$ cat config.mk
export PLATFORM = sky130hd
export DESIGN_NAME = lsu_ctrl
export DESIGN_NICKNAME = d
export VERILOG_FILES = /design/src/rtl/lsu_ctrl.sv
export SDC_FILE = /design/constraint.sdc
export NUM_CORES = 1
export LEC_CHECK = 0
export ABC_CLOCK_PERIOD_IN_PS = 2800
export CAP_MARGIN = 30
export CORE_ASPECT_RATIO = 1.5
export CORE_MARGIN = 2
export CORE_UTILIZATION = 30
export CTS_CLUSTER_SIZE = 16
export DETAILED_ROUTE_END_ITERATION = 10
export PLACE_DENSITY = 0.61
export SETUP_SLACK_MARGIN = 0.15
export SKIP_CTS_REPAIR_TIMING = 1
export SYNTH_ARGS = -nofsm -noshare
export SYNTH_HDL_FRONTEND = slang
export SYNTH_SLANG_ARGS = --single-unit
$ cat constraint.sdc
create_clock -name clk -period 2.8 [get_ports clk]
set_clock_uncertainty 0.15 [all_clocks]
set_input_delay 0.84 -clock clk [delete_from_list [all_inputs] [get_ports clk]]
set_output_delay 0.84 -clock clk [all_outputs]
set_load 0.01 [all_outputs]
$ cat src/rtl/lsu_ctrl.sv
`default_nettype none
// ============================================================================
//  Module      : lsu_ctrl
//  Description : Load/store sequencer between the memory stage and a
//                single-port data memory with req/ack handshake, byte-lane
//                alignment, ack timeout and load data extension.
//  Revision    : 1.0  initial release
// ============================================================================
module lsu_ctrl #(
    parameter int N       = 32,
    parameter int TMO_W   = 4,
    parameter int TMO_MAX = 15
) (
    input  logic         clk,
    input  logic         rst_n,
    input  logic         op_valid,
    input  logic         op_we,
    input  logic [2:0]   op_sel,
    input  logic [N-1:0] op_addr,
    input  logic [N-1:0] op_wdata,
    output logic         stall,
    output logic         mem_req,
    output logic         mem_we,
    output logic [N-1:0] mem_addr,
    output logic [3:0]   mem_be,
    output logic [N-1:0] mem_wdata,
    input  logic         mem_ack,
    input  logic [N-1:0] mem_rdata,
    output logic         rsp_valid,
    output logic [N-1:0] rsp_data,
    output logic         rsp_err
);

    localparam logic [2:0]       c_sel_w    = 3'b000;
    localparam logic [2:0]       c_sel_h    = 3'b001;
    localparam logic [2:0]       c_sel_b    = 3'b010;
    localparam logic [2:0]       c_sel_hu   = 3'b011;
    localparam logic [2:0]       c_sel_bu   = 3'b100;
    localparam logic [TMO_W-1:0] c_tmo_last = TMO_W'(TMO_MAX - 1);

    typedef enum logic [1:0] {
        S_IDLE   = 2'd0,
        S_ACCESS = 2'd1,
        S_DONE   = 2'd2,
        S_ERR    = 2'd3
    } state_t;

    state_t           r_state;
    state_t           w_state_nxt;
    logic             r_we;
    logic [2:0]       r_sel;
    logic [1:0]       r_off;
    logic [N-1:0]     r_addr;
    logic [3:0]       r_be;
    logic [N-1:0]     r_wdata;
    logic [TMO_W-1:0] r_cnt;
    logic [N-1:0]     r_rsp_data;

    logic             w_misaligned;
    logic             w_illegal;
    logic             w_op_bad;
    logic [3:0]       w_be;
    logic [N-1:0]     w_wdata;
    logic [N-1:0]     w_lane;
    logic [N-1:0]     w_load_ext;

    // Legality is decided from the live op in IDLE so a bad op never reaches the bus
    always_comb begin
        w_misaligned = ((op_sel == c_sel_w) && (op_addr[1:0] != 2'b00)) ||
                       (((op_sel == c_sel_h) || (op_sel == c_sel_hu)) && op_addr[0]);
        w_illegal    = (op_sel > c_sel_bu) ||
                       (op_we && ((op_sel == c_sel_hu) || (op_sel == c_sel_bu)));
        w_op_bad     = w_misaligned || w_illegal;
    end

    always_comb begin
        w_be    = 4'b0000;
        w_wdata = op_wdata;
        case (op_sel)
            c_sel_w:            w_be = 4'b1111;
            c_sel_h, c_sel_hu: begin
                w_be    = 4'b0011 << op_addr[1:0];
                w_wdata = {2{op_wdata[15:0]}};
            end
            c_sel_b, c_sel_bu: begin
                w_be    = 4'b0001 << op_addr[1:0];
                w_wdata = {4{op_wdata[7:0]}};
            end
            default:            w_be = 4'b0000;
        endcase
    end

    always_comb begin
        w_lane     = mem_rdata >> {r_off, 3'b000};
        w_load_ext = w_lane;
        case (r_sel)
            c_sel_h:  w_load_ext = {{(N-16){w_lane[15]}}, w_lane[15:0]};
            c_sel_b:  w_load_ext = {{(N-8){w_lane[7]}}, w_lane[7:0]};
            c_sel_hu: w_load_ext = {{(N-16){1'b0}}, w_lane[15:0]};
            c_sel_bu: w_load_ext = {{(N-8){1'b0}}, w_lane[7:0]};
            default:  w_load_ext = w_lane;
        endcase
    end

    always_ff @(posedge clk or negedge rst_n) begin
        if (!rst_n) begin
            r_state <= S_IDLE;
        end else begin
            r_state <= w_state_nxt;
        end
    end

    always_comb begin
        w_state_nxt = r_state;
        stall       = 1'b0;
        mem_req     = 1'b0;
        rsp_valid   = 1'b0;
        rsp_err     = 1'b0;
        case (r_state)
            S_IDLE: begin
                stall = op_valid;
                if (op_valid) begin
                    w_state_nxt = w_op_bad ? S_ERR : S_ACCESS;
                end
            end
            S_ACCESS: begin
                stall   = 1'b1;
                mem_req = 1'b1;
                // An ack on the final allowed cycle still completes normally
                if (mem_ack) begin
                    w_state_nxt = S_DONE;
                end else if (r_cnt == c_tmo_last) begin
                    w_state_nxt = S_ERR;
                end
            end
            S_DONE: begin
                rsp_valid   = 1'b1;
                w_state_nxt = S_IDLE;
            end
            S_ERR: begin
                rsp_err     = 1'b1;
                w_state_nxt = S_IDLE;
            end
            default: w_state_nxt = S_IDLE;
        endcase
    end

    always_ff @(posedge clk or negedge rst_n) begin
        if (!rst_n) begin
            r_we       <= 1'b0;
            r_sel      <= 3'b000;
            r_off      <= 2'b00;
            r_addr     <= '0;
            r_be       <= 4'b0000;
            r_wdata    <= '0;
            r_cnt      <= '0;
            r_rsp_data <= '0;
        end else begin
            if ((r_state == S_IDLE) && op_valid && !w_op_bad) begin
                r_we    <= op_we;
                r_sel   <= op_sel;
                r_off   <= op_addr[1:0];
                r_addr  <= {op_addr[N-1:2], 2'b00};
                r_be    <= w_be;
                r_wdata <= w_wdata;
                r_cnt   <= '0;
            end
            if (r_state == S_ACCESS) begin
                if (mem_ack) begin
                    r_rsp_data <= r_we ? '0 : w_load_ext;
                end else begin
                    r_cnt <= r_cnt + TMO_W'(1);
                end
            end
        end
    end

    assign mem_we    = mem_req & r_we;
    assign mem_addr  = r_addr;
    assign mem_be    = r_be;
    assign mem_wdata = r_wdata;
    assign rsp_data  = r_rsp_data;

endmodule
`default_nettype wire

# After elaboration in Yosys (flattened, before gate mapping)
# Index checks and enable logic that the tools add are counted.
dict set report totals {
  inputBits 104
  out_inout_bits 105
  ff_bits 110
  word_cells 64
}
dict set report classes {
  n_eq_ne 14
  n_shift 3
  magnitude_cmp 1
  n_reduce_logical 19
  muxes 16
  addsub 1
  n_bitwise 1
}
# op n
set op_table {}
lappend op_table {{32-bit one-hot mux with 4 select lines} 1}
lappend op_table {{32-bit one-hot mux with 2 select lines} 1}
lappend op_table {{32-bit 2-to-1 mux} 1}
lappend op_table {{32-bit by 5-bit right shift with 32-bit output} 1}
lappend op_table {{3-bit by 2-bit == test with 1-bit output, second input constant} 4}
lappend op_table {{4-bit 2-to-1 mux} 3}
lappend op_table {{4-bit one-hot mux with 3 select lines} 1}
lappend op_table {{2-bit 2-to-1 mux} 4}
lappend op_table {{3-bit by 1-bit == test with 1-bit output, second input constant} 2}
lappend op_table {{3-bit == test, second input constant} 2}
lappend op_table {{2-bit one-hot mux with 3 select lines} 1}
lappend op_table {{2-bit OR reduction} 3}
lappend op_table {{1-bit logical AND} 5}
lappend op_table {{1-bit logical OR} 5}
lappend op_table {{4-bit by 1-bit adder with 4-bit output, second input constant} 1}
lappend op_table {{2-bit == test, second input constant} 2}
lappend op_table {{4-bit == test, second input constant} 1}
lappend op_table {{2-bit AND reduction} 2}
lappend op_table {{1-bit by 2-bit left shift with 4-bit output, first input constant} 1}
lappend op_table {{2-bit by 2-bit left shift with 4-bit output, first input constant} 1}
lappend op_table {{3-bit > comparator, second input constant} 1}
lappend op_table {{3-bit logical NOT} 1}
lappend op_table {{1-bit 2-to-1 mux} 3}
lappend op_table {{3-bit inequality test, second input constant} 1}
lappend op_table {{other kinds (7)} 7}

# Logic depth before layout (Yosys ltp)
dict set report logic_depth {
  word_depth 10
  depth_mapped 7
  depth_no_buf 4
}

# Worst setup path before layout
# Ideal clock, no wire load.
dict set report synth_path {
  path_kind {in2reg}
  start {input op_sel[2]}
  end {register r_addr[25] (netlist: mem_addr[25])}
  t_arrival_ps 2217
  setup_ps 125
  setup_slack_ps 309
  path_stages 7
  n_path_buf 3
  required_time_ps 2525
  cell_sequence {buf_2 > a21oi_1 > o21ai_0 > nor3_2 > buf_2 > buf_2 > mux2_2}
}
dict set report synth_via {
  elab_chain_cells 7
  word_cells_on_any_way 15
  cone_classes {order compare (1); eq/ne (3); reduce/logical (11)}
}
# element line
set synth_lines {}
lappend synth_lines {{start: declaration} 18} ;# input logic [2:0] op_sel,
lappend synth_lines {{branches (longest 4 deep; another with 3-bit > comparator)} -}
lappend synth_lines {{1-bit logical OR (*)} 73} ;# w_op_bad = w_misaligned || w_illegal;
lappend synth_lines {{1-bit logical NOT (*)} 159} ;# if ((r_state == S_IDLE) && op_valid && !w_op_bad) begin
lappend synth_lines {{1-bit logical AND (*)} 159}
lappend synth_lines {{end signal: assignment} 163} ;# r_addr <= {op_addr[N-1:2], 2'b00};
lappend synth_lines {{end: declaration} 53} ;# logic [N-1:0] r_addr;
# Every way passes the cells marked *.
# A chain may end at the register's enable or synchronous reset.

# Final worst setup path
dict set report layout_path {
  start {register r_state[1]}
  end {output mem_we}
}
dict set report layout_via {
  elab_chain_cells 3
}
# element line
set layout_lines {}
lappend layout_lines {{start: declaration} 48} ;# state_t r_state;
lappend layout_lines {{start signal: assignment} 109} ;# r_state <= w_state_nxt;
lappend layout_lines {{2-bit by 1-bit == test with 1-bit output} 119} ;# case (r_state)
lappend layout_lines {{1-bit 2-to-1 mux} 119}
lappend layout_lines {{1-bit bitwise AND} 178} ;# assign mem_we = mem_req & r_we;
lappend layout_lines {{end: declaration} 23} ;# output logic mem_we,
# Every way passes these cells.

==> results.toml <==
[status]
status = "completed"

[logic_synthesis]
ys_types = 49
yosys-top-cells-area = "dfrtp_1 50%, mux2_2 20%, mux2i_1 4.2%"
synth.most_common_cell = "dfrtp_1"
yosys_warnings = 0
synth.avg_cell_area_um2 = 12.5
synthArstFlopShare = 1.00
ys_ff_latch = 110
netlist_area_um2 = 5460
dominantRegCellSynth = "dfrtp_1"
synth_edf_count = 0
synth_top_area_frac = 0.504
synth_commonest_cells = "110 x dfrtp_1, 96 x mux2_2, 23 x mux2i_1"
yosysTopAreaCell = "dfrtp_1"
synthCells = 437
ys_seq_area_frac = 0.504

[worst_setup_path]
max_stage_delay_ns = 0.55
slowest_stage = "clkdlybuf4s50_1"
end_kind = "primary output"
crit_path_start_kind = "register"
cp_max_fo = 4
cp_data_required_time_ns = 1.81
crit_family = "buffers and inverters"
path_cells = "nor2b_4 -> and2_1 -> clkdlybuf4s50_1"
crit_arrival_ns = 1.61
cp_num_buf_inv = 1
worstSetupPathType = "reg2out"

[clock_network]
cts_buffers = 9
clkSlewWorstSetupHoldPaths_ns = 0.07
htree_levels = 3
clock_latency_ns = 0.35
clock-root-buffer = "clkbuf_16"
tritoncts = "built"
clock_path_buffers = 2
clock-sinks = 110

[die]
fp-row-count = 60
start_util = 0.306
die-area_um2 = 19300
ioPinCount = 209
core_area_um2 = 17900
die_h_um = 169
die_w_um = 114

[timing]
drv_slew = 0
clock.fmax_mhz = 385
setup_viol = 0
grt_setup_unrepaired = "yes"
fin_tns_setup_ns = 0
fin_crit_sh = 0.928
finalHoldViolCount = 0
hold_slack_ns = 0.349
post-route-min-period_ns = 2.60
worstMarginPinSlew_ns = 0.676
slew_headroom = 0.550

[finish]
synthToLayoutAreaGrowth_pct = 51.7
drive_above_1_share = 0.280
finalNonFillerCells = 888
nets = 772
design_area_um2 = 8290
antenna_cells = 0

[placement]
dp_hpwl_mm = 12.0
port-buffer-count = 206
place_congestion = 0.819
placed_area_um2 = 7950
dp_cells = 867

[routing]
remaining_drc_errors = 0
vias = 4402
wire_per_inst_um = 17.8
drt_iter0_drc = 234
drtAntennaViolNets = 0
wirelength_mm = 15.8
first_pass_iters = 4
drt-vias-per-instance = 4.96

[grt]
grt_overflow_total = 0
globalRouteTotalUtil = 0.161
grt_pass1_vias = 4572
grt_max_degree = 56
grt_pass1_wl_mm = 24.5
antenna_found_initial = 0

[min_path]
hold_class = "reg2reg"

[run]
maxCapViolCount = 0

[pwr]
vdd_drop_max_uv = 401
power_density_nw_per_um2 = 950
leakagePower_nw = 3.45
fin_total_pwr_mw = 7.87
## through the flow
| step | utilization | worst slack, ns |
|---|---|---|
| after detailed placement | 0.445 | -0.434 |
| after global routing | 0.464 | 0.135 |
| after global placement | 0.445 | -0.417 |
| after floorplan | - | 0.309 |
| after CTS | 0.461 | -0.439 |
| final | 0.464 | 0.202 |
## layout by cell type (no fill, tap or decap), types with 2 or more instances in the layout
master,count
nand2b_1,3
conb_1,2
nor3_1,2
nand2_1,22
nor2_1,14
a21oi_1,10
nor2b_1,4
a221o_2,16
inv_1,6
inv_6,3
or2_2,3
o22ai_1,9
dfrtp_2,2
dfrtp_1,108
a221oi_1,8
ha_1,2
xnor2_1,3
clkbuf_16,10
a22o_1,7
clkdlybuf4s50_1,203
mux2_2,96
mux2i_1,23
xor2_1,2
o211ai_1,8
o21ai_0,15
a211oi_1,8
and2_1,10
buf_4,43
## layer usage
layer  global-route usage  wire length (µm)
met4               0.0525               341
met5                    0                 0
met3               0.0411               922
met2                0.292              8560
met1                0.183              5950
## cell families after synthesis
logic type | synth area share
other | 0.000686
AND/OR/NAND/NOR | 0.0696
flip-flops | 0.504
buffers and inverters | 0.0373
multiplexers | 0.244
adder cells (fa/ha/maj) | 0.00641
XOR/XNOR | 0.00802
AO/OA/AOI/OAI | 0.130
## worst paths after layout
check                       startpoint            to  slack [ns]  depth (start not counted)
max                         r_state[1]        mem_we        0.20                          3
min                        rsp_data[7]   rsp_data[7]        0.35                          2
max reg2reg                   r_sel[0]  rsp_data[26]        0.80                          4
min reg2reg                rsp_data[7]   rsp_data[7]        0.35                          2
max in group asynchronous        rst_n    r_state[0]        1.39                          2
min in group asynchronous        rst_n   rsp_data[8]        0.37                          1
## layout make-up
cell class                      count  area, µm²
Timing Repair Buffer              250       2420
Inverter                            6       22.5
Clock buffer                       10        229
Clock inverter                      6       55.1
Sequential cell                   110       2760
Fill cell                        1662       9580
Tap cell                          217        272
Multi-Input combinational cell    289       2540
## state kept, by name (all words and copies together), names as in the netlist
signal,count
mem_wdata,32
rsp_data,32
mem_be,4
r_we,1
r_off,2
r_sel,3
r_cnt,4
r_state,2
mem_addr,30
## report_power, final
| group | internal, mW | switching, mW |
|---|---|---|
| clock network | 0.621 | 0.629 |
| logic | 2.32 | 1.51 |
| registers | 2.32 | 0.470 |
| total | 5.26 | 2.61 |
## worst min-delay path, cell delays in order, from the launching register on
cell     delay, ns
dfrtp_1       0.35
nand2_1       0.05
o21ai_0       0.06
Power figures use the tool's default switching activity.
